### src/rtl/seg7_scan_driver_pkg.sv
`default_nettype none
// ============================================================================
//  Module      : seg7_pkg
//  Description : Shared constants, segment decode table, anode codes and
//                converter state encoding for the 4-digit 7-segment scan
//                driver. Segment vectors are ordered [0:6] = a..g and are
//                active-low. Anode codes are active-low, bit3 = thousands.
//  Revision    : 1.0  initial release
// ============================================================================
package seg7_pkg;

    typedef logic [0:6] seg_t;

    localparam seg_t SEG_BLANK = 7'b1111111;
    localparam seg_t SEG_DASH  = 7'b1111110;

    localparam logic [3:0] AN_THOU  = 4'b0111;
    localparam logic [3:0] AN_HUND  = 4'b1011;
    localparam logic [3:0] AN_TENS  = 4'b1101;
    localparam logic [3:0] AN_UNITS = 4'b1110;

    // Digit index encoding used by the scanner.
    localparam logic [1:0] IDX_THOU  = 2'd0;
    localparam logic [1:0] IDX_HUND  = 2'd1;
    localparam logic [1:0] IDX_TENS  = 2'd2;
    localparam logic [1:0] IDX_UNITS = 2'd3;

    typedef enum logic [1:0] {
        IDLE  = 2'd0,
        SHIFT = 2'd1,
        LOAD  = 2'd2
    } conv_state_t;

    // Active-low segment pattern for one BCD nibble; anything above 9 blanks.
    function automatic seg_t bcd_to_seg(input logic [3:0] nib);
        seg_t s;
        case (nib)
            4'd0:    s = 7'b0000001;
            4'd1:    s = 7'b1001111;
            4'd2:    s = 7'b0010010;
            4'd3:    s = 7'b0000110;
            4'd4:    s = 7'b1001100;
            4'd5:    s = 7'b0100100;
            4'd6:    s = 7'b0100000;
            4'd7:    s = 7'b0001111;
            4'd8:    s = 7'b0000000;
            4'd9:    s = 7'b0000100;
            default: s = SEG_BLANK;
        endcase
        return s;
    endfunction

    function automatic logic [3:0] idx_to_anode(input logic [1:0] idx);
        logic [3:0] an;
        case (idx)
            IDX_THOU: an = AN_THOU;
            IDX_HUND: an = AN_HUND;
            IDX_TENS: an = AN_TENS;
            default:  an = AN_UNITS;
        endcase
        return an;
    endfunction

    // Double-dabble correction applied before each left shift.
    function automatic logic [3:0] dabble_adj(input logic [3:0] nib);
        return (nib >= 4'd5) ? nib + 4'd3 : nib;
    endfunction

endpackage
`default_nettype wire

### src/rtl/seg7_scan_driver_if.sv
`default_nettype none
// ============================================================================
//  Module      : seg7_scan_driver_if
//  Description : Value handshake and display pins of the scan driver.
//                master : value producer / board side (drives val, val_vld)
//                slave  : the scan driver (drives val_rdy, seg, placement,
//                         ovf)
//  Revision    : 1.0  initial release
// ============================================================================
interface seg7_scan_driver_if #(
    parameter int VAL_W = 14
);
    logic [VAL_W-1:0] val;
    logic             val_vld;
    logic             val_rdy;
    logic [0:6]       seg;
    logic [3:0]       placement;
    logic             ovf;

    modport master (
        output val, val_vld,
        input  val_rdy, seg, placement, ovf
    );

    modport slave (
        input  val, val_vld,
        output val_rdy, seg, placement, ovf
    );
endinterface
`default_nettype wire

### src/rtl/seg7_scan_driver_bin2bcd_seq.sv
`default_nettype none
// ============================================================================
//  Module      : bin2bcd_seq
//  Description : Sequential double-dabble binary to 4-digit BCD converter.
//                Accepts one value per val_vld/val_rdy transfer, spends
//                VAL_W cycles shifting, then one LOAD cycle presenting the
//                result with a single-cycle done pulse.
//  Ports       : clk, rst       clock / synchronous active-high reset
//                val, val_vld   value in, valid
//                val_rdy        idle, can accept a value
//                bcd            4 BCD digits, thousands in [15:12]
//                ovf            accepted value exceeded 9999
//                done           high during LOAD; bcd/ovf valid
//  Revision    : 1.0  initial release
// ============================================================================
module bin2bcd_seq
    import seg7_pkg::*;
#(
    parameter int VAL_W = 14
) (
    input  wire logic             clk,
    input  wire logic             rst,
    input  wire logic [VAL_W-1:0] val,
    input  wire logic             val_vld,
    output logic                  val_rdy,
    output logic [15:0]           bcd,
    output logic                  ovf,
    output logic                  done
);

    localparam int CNT_W = $clog2(VAL_W + 1);

    conv_state_t      r_state;
    conv_state_t      w_state_next;
    logic [VAL_W-1:0] r_bin;
    logic [15:0]      r_bcd;
    logic [CNT_W-1:0] r_cnt;
    logic             r_ovf;
    logic [11:0]      w_adj_lo;
    logic [2:0]       w_adj_top;
    logic             w_last_shift;

    // Lower three digits get the full correction.
    for (genvar g = 0; g < 3; g++) begin : g_adj
        assign w_adj_lo[g*4 +: 4] = dabble_adj(r_bcd[g*4 +: 4]);
    end

    // Only the low 3 bits of the corrected top digit survive the shift;
    // 3-bit arithmetic wraps to exactly those bits.
    assign w_adj_top    = r_bcd[14:12] + ((r_bcd[15:12] >= 4'd5) ? 3'd3 : 3'd0);
    assign w_last_shift = (r_cnt == CNT_W'(VAL_W - 1));

    always_ff @(posedge clk) begin
        if (rst) begin
            r_state <= IDLE;
        end else begin
            r_state <= w_state_next;
        end
    end

    always_comb begin
        w_state_next = r_state;
        case (r_state)
            IDLE:    if (val_vld)      w_state_next = SHIFT;
            SHIFT:   if (w_last_shift) w_state_next = LOAD;
            LOAD:                      w_state_next = IDLE;
            default:                   w_state_next = IDLE;
        endcase
    end

    always_ff @(posedge clk) begin
        if (rst) begin
            r_bin <= '0;
            r_bcd <= '0;
            r_cnt <= '0;
            r_ovf <= 1'b0;
        end else begin
            case (r_state)
                IDLE: begin
                    if (val_vld) begin
                        r_bin <= val;
                        r_bcd <= '0;
                        r_cnt <= '0;
                        r_ovf <= (32'(val) > 32'd9999);
                    end
                end
                SHIFT: begin
                    r_bcd <= {w_adj_top, w_adj_lo, r_bin[VAL_W-1]};
                    r_bin <= r_bin << 1;
                    r_cnt <= r_cnt + CNT_W'(1);
                end
                default: ;
            endcase
        end
    end

    assign val_rdy = (r_state == IDLE);
    assign done    = (r_state == LOAD);
    assign bcd     = r_bcd;
    assign ovf     = r_ovf;

endmodule
`default_nettype wire

### src/rtl/seg7_scan_driver.sv
`default_nettype none
// ============================================================================
//  Module      : seg7_scan_driver
//  Description : Drives a 4-digit common-anode 7-segment display from a
//                binary value. A sequential converter produces BCD, which is
//                held in a display buffer and time-multiplexed across the
//                digits, SCAN_DIV clocks per digit. seg/placement/ovf are
//                registered straight to pins.
//  Ports       : clk, rst   clock / synchronous active-high reset
//                bus        seg7_scan_driver_if.slave:
//                           val/val_vld/val_rdy handshake,
//                           seg[0:6] (a..g, active-low),
//                           placement[3:0] (active-low, bit3 thousands),
//                           ovf (last accepted value > 9999)
//  Options     : SEG7_LEADING_ZERO_BLANK_EN - blank leading zero digits
//                (units digit always shown).
//  Revision    : 1.0  initial release
// ============================================================================
module seg7_scan_driver
    import seg7_pkg::*;
#(
    parameter int VAL_W    = 14,
    parameter int SCAN_DIV = 60000
) (
    input  wire logic          clk,
    input  wire logic          rst,
    seg7_scan_driver_if.slave  bus
);

    localparam int DWELL_W = (SCAN_DIV > 1) ? $clog2(SCAN_DIV) : 1;

    logic [15:0]        w_conv_bcd;
    logic               w_conv_ovf;
    logic               w_conv_done;
    logic               w_conv_rdy;

    logic [15:0]        r_disp;
    logic               r_ovf;
    logic [DWELL_W-1:0] r_dwell;
    logic [1:0]         r_idx;
    seg_t               r_seg;
    logic [3:0]         r_place;

    logic               w_tc;
    logic [1:0]         w_idx_next;
    logic [15:0]        w_disp_eff;
    logic               w_ovf_eff;
    logic [3:0]         w_nib;
    logic               w_blank;
    seg_t               w_seg_next;

    bin2bcd_seq #(
        .VAL_W (VAL_W)
    ) u_conv (
        .clk     (clk),
        .rst     (rst),
        .val     (bus.val),
        .val_vld (bus.val_vld),
        .val_rdy (w_conv_rdy),
        .bcd     (w_conv_bcd),
        .ovf     (w_conv_ovf),
        .done    (w_conv_done)
    );

    assign w_tc       = (r_dwell == DWELL_W'(SCAN_DIV - 1));
    assign w_idx_next = w_tc ? r_idx + 2'd1 : r_idx;

    // Bypass the buffer during LOAD so the fresh result reaches the pins on
    // the same edge that writes the buffer.
    assign w_disp_eff = w_conv_done ? w_conv_bcd : r_disp;
    assign w_ovf_eff  = w_conv_done ? w_conv_ovf : r_ovf;

    always_comb begin
        w_nib   = w_disp_eff[3:0];
        w_blank = 1'b0;
        case (w_idx_next)
            IDX_THOU: w_nib = w_disp_eff[15:12];
            IDX_HUND: w_nib = w_disp_eff[11:8];
            IDX_TENS: w_nib = w_disp_eff[7:4];
            default:  w_nib = w_disp_eff[3:0];
        endcase
`ifdef SEG7_LEADING_ZERO_BLANK_EN
        // A digit is a leading zero when it and every more significant digit
        // are zero; units is never blanked.
        case (w_idx_next)
            IDX_THOU: w_blank = (w_disp_eff[15:12] == 4'd0);
            IDX_HUND: w_blank = (w_disp_eff[15:8]  == 8'd0);
            IDX_TENS: w_blank = (w_disp_eff[15:4]  == 12'd0);
            default:  w_blank = 1'b0;
        endcase
`else
        w_blank = 1'b0;
`endif
        if (w_ovf_eff) begin
            w_seg_next = SEG_DASH;
        end else if (w_blank) begin
            w_seg_next = SEG_BLANK;
        end else begin
            w_seg_next = bcd_to_seg(w_nib);
        end
    end

    always_ff @(posedge clk) begin
        if (rst) begin
            r_disp  <= '0;
            r_ovf   <= 1'b0;
            r_dwell <= '0;
            r_idx   <= IDX_UNITS;
            r_seg   <= bcd_to_seg(4'd0);
            r_place <= AN_UNITS;
        end else begin
            if (w_conv_done) begin
                r_disp <= w_conv_bcd;
                r_ovf  <= w_conv_ovf;
            end
            r_dwell <= w_tc ? '0 : r_dwell + DWELL_W'(1);
            r_idx   <= w_idx_next;
            // seg and placement share one edge so digits never bleed.
            r_seg   <= w_seg_next;
            r_place <= idx_to_anode(w_idx_next);
        end
    end

    assign bus.val_rdy   = w_conv_rdy;
    assign bus.seg       = r_seg;
    assign bus.placement = r_place;
    assign bus.ovf       = r_ovf;

endmodule
`default_nettype wire

### src/flat_wrapper.sv
// flat-port wrapper written by rule: the top's interface ports become plain ports
module seg7_scan_driver_flat import seg7_pkg::*;
#(
    parameter int VAL_W    = 14,
    parameter int SCAN_DIV = 60000
)
  (clk, rst, bus_val, bus_val_vld, bus_val_rdy, bus_seg, bus_placement, bus_ovf);
  seg7_scan_driver_if #(.VAL_W(VAL_W)) bus_i ();
  input  wire logic clk;
  input  wire logic rst;
  input wire logic [$bits(bus_i.val)-1:0] bus_val;
  input wire logic [$bits(bus_i.val_vld)-1:0] bus_val_vld;
  output wire logic [$bits(bus_i.val_rdy)-1:0] bus_val_rdy;
  output wire logic [$bits(bus_i.seg)-1:0] bus_seg;
  output wire logic [$bits(bus_i.placement)-1:0] bus_placement;
  output wire logic [$bits(bus_i.ovf)-1:0] bus_ovf;
  assign bus_i.val = bus_val;
  assign bus_i.val_vld = bus_val_vld;
  assign bus_val_rdy = bus_i.val_rdy;
  assign bus_seg = bus_i.seg;
  assign bus_placement = bus_i.placement;
  assign bus_ovf = bus_i.ovf;
  seg7_scan_driver #(.VAL_W(VAL_W), .SCAN_DIV(SCAN_DIV)) u_core (.clk(clk), .rst(rst), .bus(bus_i));
endmodule
### config.mk
export PLATFORM = sky130hd
export DESIGN_NAME = seg7_scan_driver_flat
export DESIGN_NICKNAME = d
export VERILOG_FILES = /design/src/rtl/seg7_scan_driver_pkg.sv /design/src/rtl/seg7_scan_driver_if.sv /design/src/rtl/seg7_scan_driver_bin2bcd_seq.sv /design/src/rtl/seg7_scan_driver.sv /design/src/flat_wrapper.sv
export SDC_FILE = /design/constraint.sdc
export NUM_CORES = 1
export LEC_CHECK = 0
export ABC_AREA = 1
export CELL_PAD_IN_SITES_DETAIL_PLACEMENT = 0
export CELL_PAD_IN_SITES_GLOBAL_PLACEMENT = 1
export CORE_MARGIN = 5
export CORE_UTILIZATION = 38
export CTS_CLUSTER_DIAMETER = 120
export DETAILED_ROUTE_END_ITERATION = 6
export GPL_ROUTABILITY_DRIVEN = 0
export PLACE_DENSITY = 0.78
export SYNTH_ARGS = -nofsm -noshare
export SYNTH_HDL_FRONTEND = slang
export SYNTH_SLANG_ARGS = --single-unit
### constraint.sdc
create_clock -name clk -period 2.23 [get_ports clk]
set_input_delay 0.669 -clock clk [delete_from_list [all_inputs] [get_ports clk]]
set_output_delay 0.669 -clock clk [all_outputs]
set_load 0.03 [all_outputs]
==> metrics.yaml <==
logic_synthesis:
  synth_compound_area_share_pct: 12.65
  synth_top_family_by_area: "simple AND/OR/NAND/NOR gates"
  post_synth_and_or_nand_nor_area_fraction_pct: 29.56
  synth_fa_ha_area_share_pct: 5.471
  ys_seq_area_share_pct: 41.28
  muxShareOfSynthArea_pct: 0.4974
  synth_nets: 596
  synth_warnings: 0
  ys_types: 37
  synth_area_leaders: "dfxtp_1 (41%), nand2_1 (11%), nor2_1 (6.6%), inv_1 (6.4%), a21oi_1 (5.1%)"
  synth-xor-area-share_pct: 1.523
  yosysTopAreaCell: "dfxtp_1"
  syn_inst: 562
  avgSynthCellArea_sq_um: 7.162
  ys_ff_latch: 83
  netlist_area_sq_um: 4025
  synth_top_area_share_pct: 41.28
timing:
  worst_pin_slew_ns: 0.5531
  fin_ws_ns: 0.08645
  hold_violations: 0
  min_period_ns: 2.144
  whs_ns: 0.4668
  tns_ns: 0
  maxSlewHeadroom_pct: 63.13
  grt_setup_unrepaired: "true"
  fin_skew_ns: 0.008573
  fmax_ghz: 0.4665
  report.final.slew_viol_count: 0
  period_share_pct: 96.12
  setup_viol: 0
finish:
  area_growth_pct: 27.79
  final_core_util_pct: 49.82
  diodes: 0
  stdcell_count: 762
  num-nets-final: 655
  multi_input_area_sq_um: 2203
  final_common_cell: "nand2_1"
  design_area_sq_um: 5144
  final_cell_mix: "nand2_1 (108), dfxtp_1 (73), nor2_1 (62), inv_1 (62), a21oi_1 (41)"
  final-seq-area_sq_um: 1679
  drive_gt1_share_pct: 21.41
  nFillCells: 994
power_and_ir_drop:
  power_density_nw_per_um2: 545.3
  ir_worst_vdd_mv: 0.2883
  totalPowerFinal_mw: 2.805
  cellLeakagePower_nw: 2.113
worst_setup_path:
  worst-endpoint-required_ns: 2.49
  critPathMaxFanout: 6
  crit_arrival_ns: 2.41
  startpoint: "u_core.r_dwell[1]"
  cp-end-kind: "flip-flop"
  cp-start-kind: "flip-flop"
  r2r-start: "u_core.r_dwell[1]"
  setup.worst_path.class: "reg2reg"
placement:
  placed_area_sq_um: 4607
  post-place-ws_ns: -0.04989
  hpwl_mm: 6.451
  portBuffers: 29
  dp.cells: 734
routing:
  detail-route-antenna-nets: 0
  drc: 0
  routed_via_density: 4.797
  drt_iter0_markers: 174
  routed-via-count: 3655
  drtPass1Iterations: 4
  wl_per_cell_um: 12.09
  totalWireLength_mm: 9.212
flow_run:
  max-cap-violations: 0
clock_tree:
  cts_root_buffer: "clkbuf_8"
  clkTransAtPathRegs_ns: 0.08
  postCtsHoldBufs: 0
  cts_buffer_depth: 2
  clock-sinks: 83
  h-tree-depth: 3
  cts_tree: "yes"
  clock_latency_ns: 0.35
  numCtsBuffers: 9
global_routing:
  gr-total-overflow: 0
  grt_pass1_vias: 3390
  antenna_found_initial: 0
  track_usage_pct: 14.51
  grt_max_degree: 52
  grt_pass1_wl_mm: 15.26
floorplan:
  start_util_pct: 38.99
  ios: 30
  core_sq_um: 10320
  die_w_um: 112.9
  die_h_um: 112.9
  dieArea_sq_um: 12750
  rows: 37
outcome:
  status: "finished, final reports clean"
hold_path:
  worstHoldStart: "u_core.u_conv.r_bin[9]"
  hold_path_class: "reg2reg"
[where the power goes]
part / total (mW) / switching, mW / internal [mW] / leakage (nW)
clock: 1.09 / 0.539 / 0.547 / 0.0926
combinational: 0.192 / 0.112 / 0.0793 / 1.34
sequential: 1.53 / 0.0198 / 1.51 / 0.677
total: 2.81 / 0.671 / 2.13 / 2.11
[registers in the layout (all words and copies together), names as in the netlist]
| signal | cells |
|---|---|
| u_core.r_disp | 16 |
| u_core.r_dwell | 16 |
| u_core.u_conv.bcd | 16 |
| u_core.u_conv.r_bin | 14 |
| u_core.bus.seg | 7 |
| u_core.bus.placement | 4 |
| u_core.u_conv.r_cnt | 4 |
| u_core.r_idx | 2 |
| u_core.u_conv.r_state | 2 |
| u_core.bus.ovf | 1 |
| u_core.u_conv.ovf | 1 |
[area by class of cell]
| type | count | area share (%) |
|---|---|---|
| multi-input cells | 384 | 42.84 |
| clock buffers | 12 | 2.822 |
| well taps | 136 | 3.308 |
| inverters | 79 | 5.911 |
| clock inverters | 4 | 0.9730 |
| repair buffers | 64 | 11.51 |
| flip-flops and latches | 83 | 32.64 |
[final timing paths]
kind,endpoint,slack (ns),depth (start not counted)
max,u_core.bus.seg[3],0.09,18
min,u_core.u_conv.r_bin[9],0.47,2
max reg2reg,u_core.bus.seg[3],0.09,18
min reg2reg,u_core.u_conv.r_bin[9],0.47,2
[logic make-up (layout without fill, tap and decap cells)]
logic type	Yosys count	after routing
adder cells (fa/ha/maj)	17	17
buffers and inverters	95	159
AND/OR/NAND/NOR	267	267
multiplexers	2	2
XOR/XNOR	7	7
AO/OA/AOI/OAI	91	91
flip-flops	83	83
[routing by layer]
layer	GRT usage, %	up-vias	share of wire, %	wire [um]
met5	0	-	0	0
met4	5.929	0	2.0	188
met3	2.674	12	3.2	293
met2	24.05	60	46	4251
met1	18.59	1662	49	4478
li1	-	1921	-	-
[worst max-delay path, stage by stage (launching register included)]
cell	delay [ns]
dfxtp_2	0.36
ha_4	0.16
nand3_4	0.11
nor2_4	0.13
nand2_2	0.08
nand2_2	0.09
nand2_4	0.09
nand2_4	0.11
inv_4	0.05
nand2_2	0.04
nand4_1	0.12
buf_4	0.18
ha_2	0.18
inv_2	0.05
nand2_2	0.07
nand3_1	0.09
nand3_1	0.06
nand2_1	0.06
inv_1	0.03
[cell usage after synthesis]
master      n
nand2_1   120
dfxtp_1    83
nor2_1     71
inv_1      69
a21oi_1    41
nand3_1    33
o21ai_0    27
ha_1       16
clkbuf_1   12
nand2_2    10
a22oi_1     9
inv_2       9
a31oi_1     7
nand4_1     6
nor3_1      6
xor2_1      6
nand3b_1    4
nor2_2      4
nand3_2     3
o21ai_1     3
buf_2       2
mux2i_1     2
nand2_4     2
nor3_2      2
nor4_1      2
o32ai_1     2
buf_1       1
buf_4       1
clkinv_1    1
fa_1        1
nor2_4      1
nor3b_1     1
nor4_2      1
o21ai_4     1
o311ai_0    1
or2_1       1
xnor2_1     1
[repair_timing]
action                                  CTS  global route
buffers inserted                          0            11
resized for setup                         6            66
pin swaps                                 2            26
gates cloned                              0             1
endpoints found under the setup margin    2             8
Power figures use the tool's default switching activity.
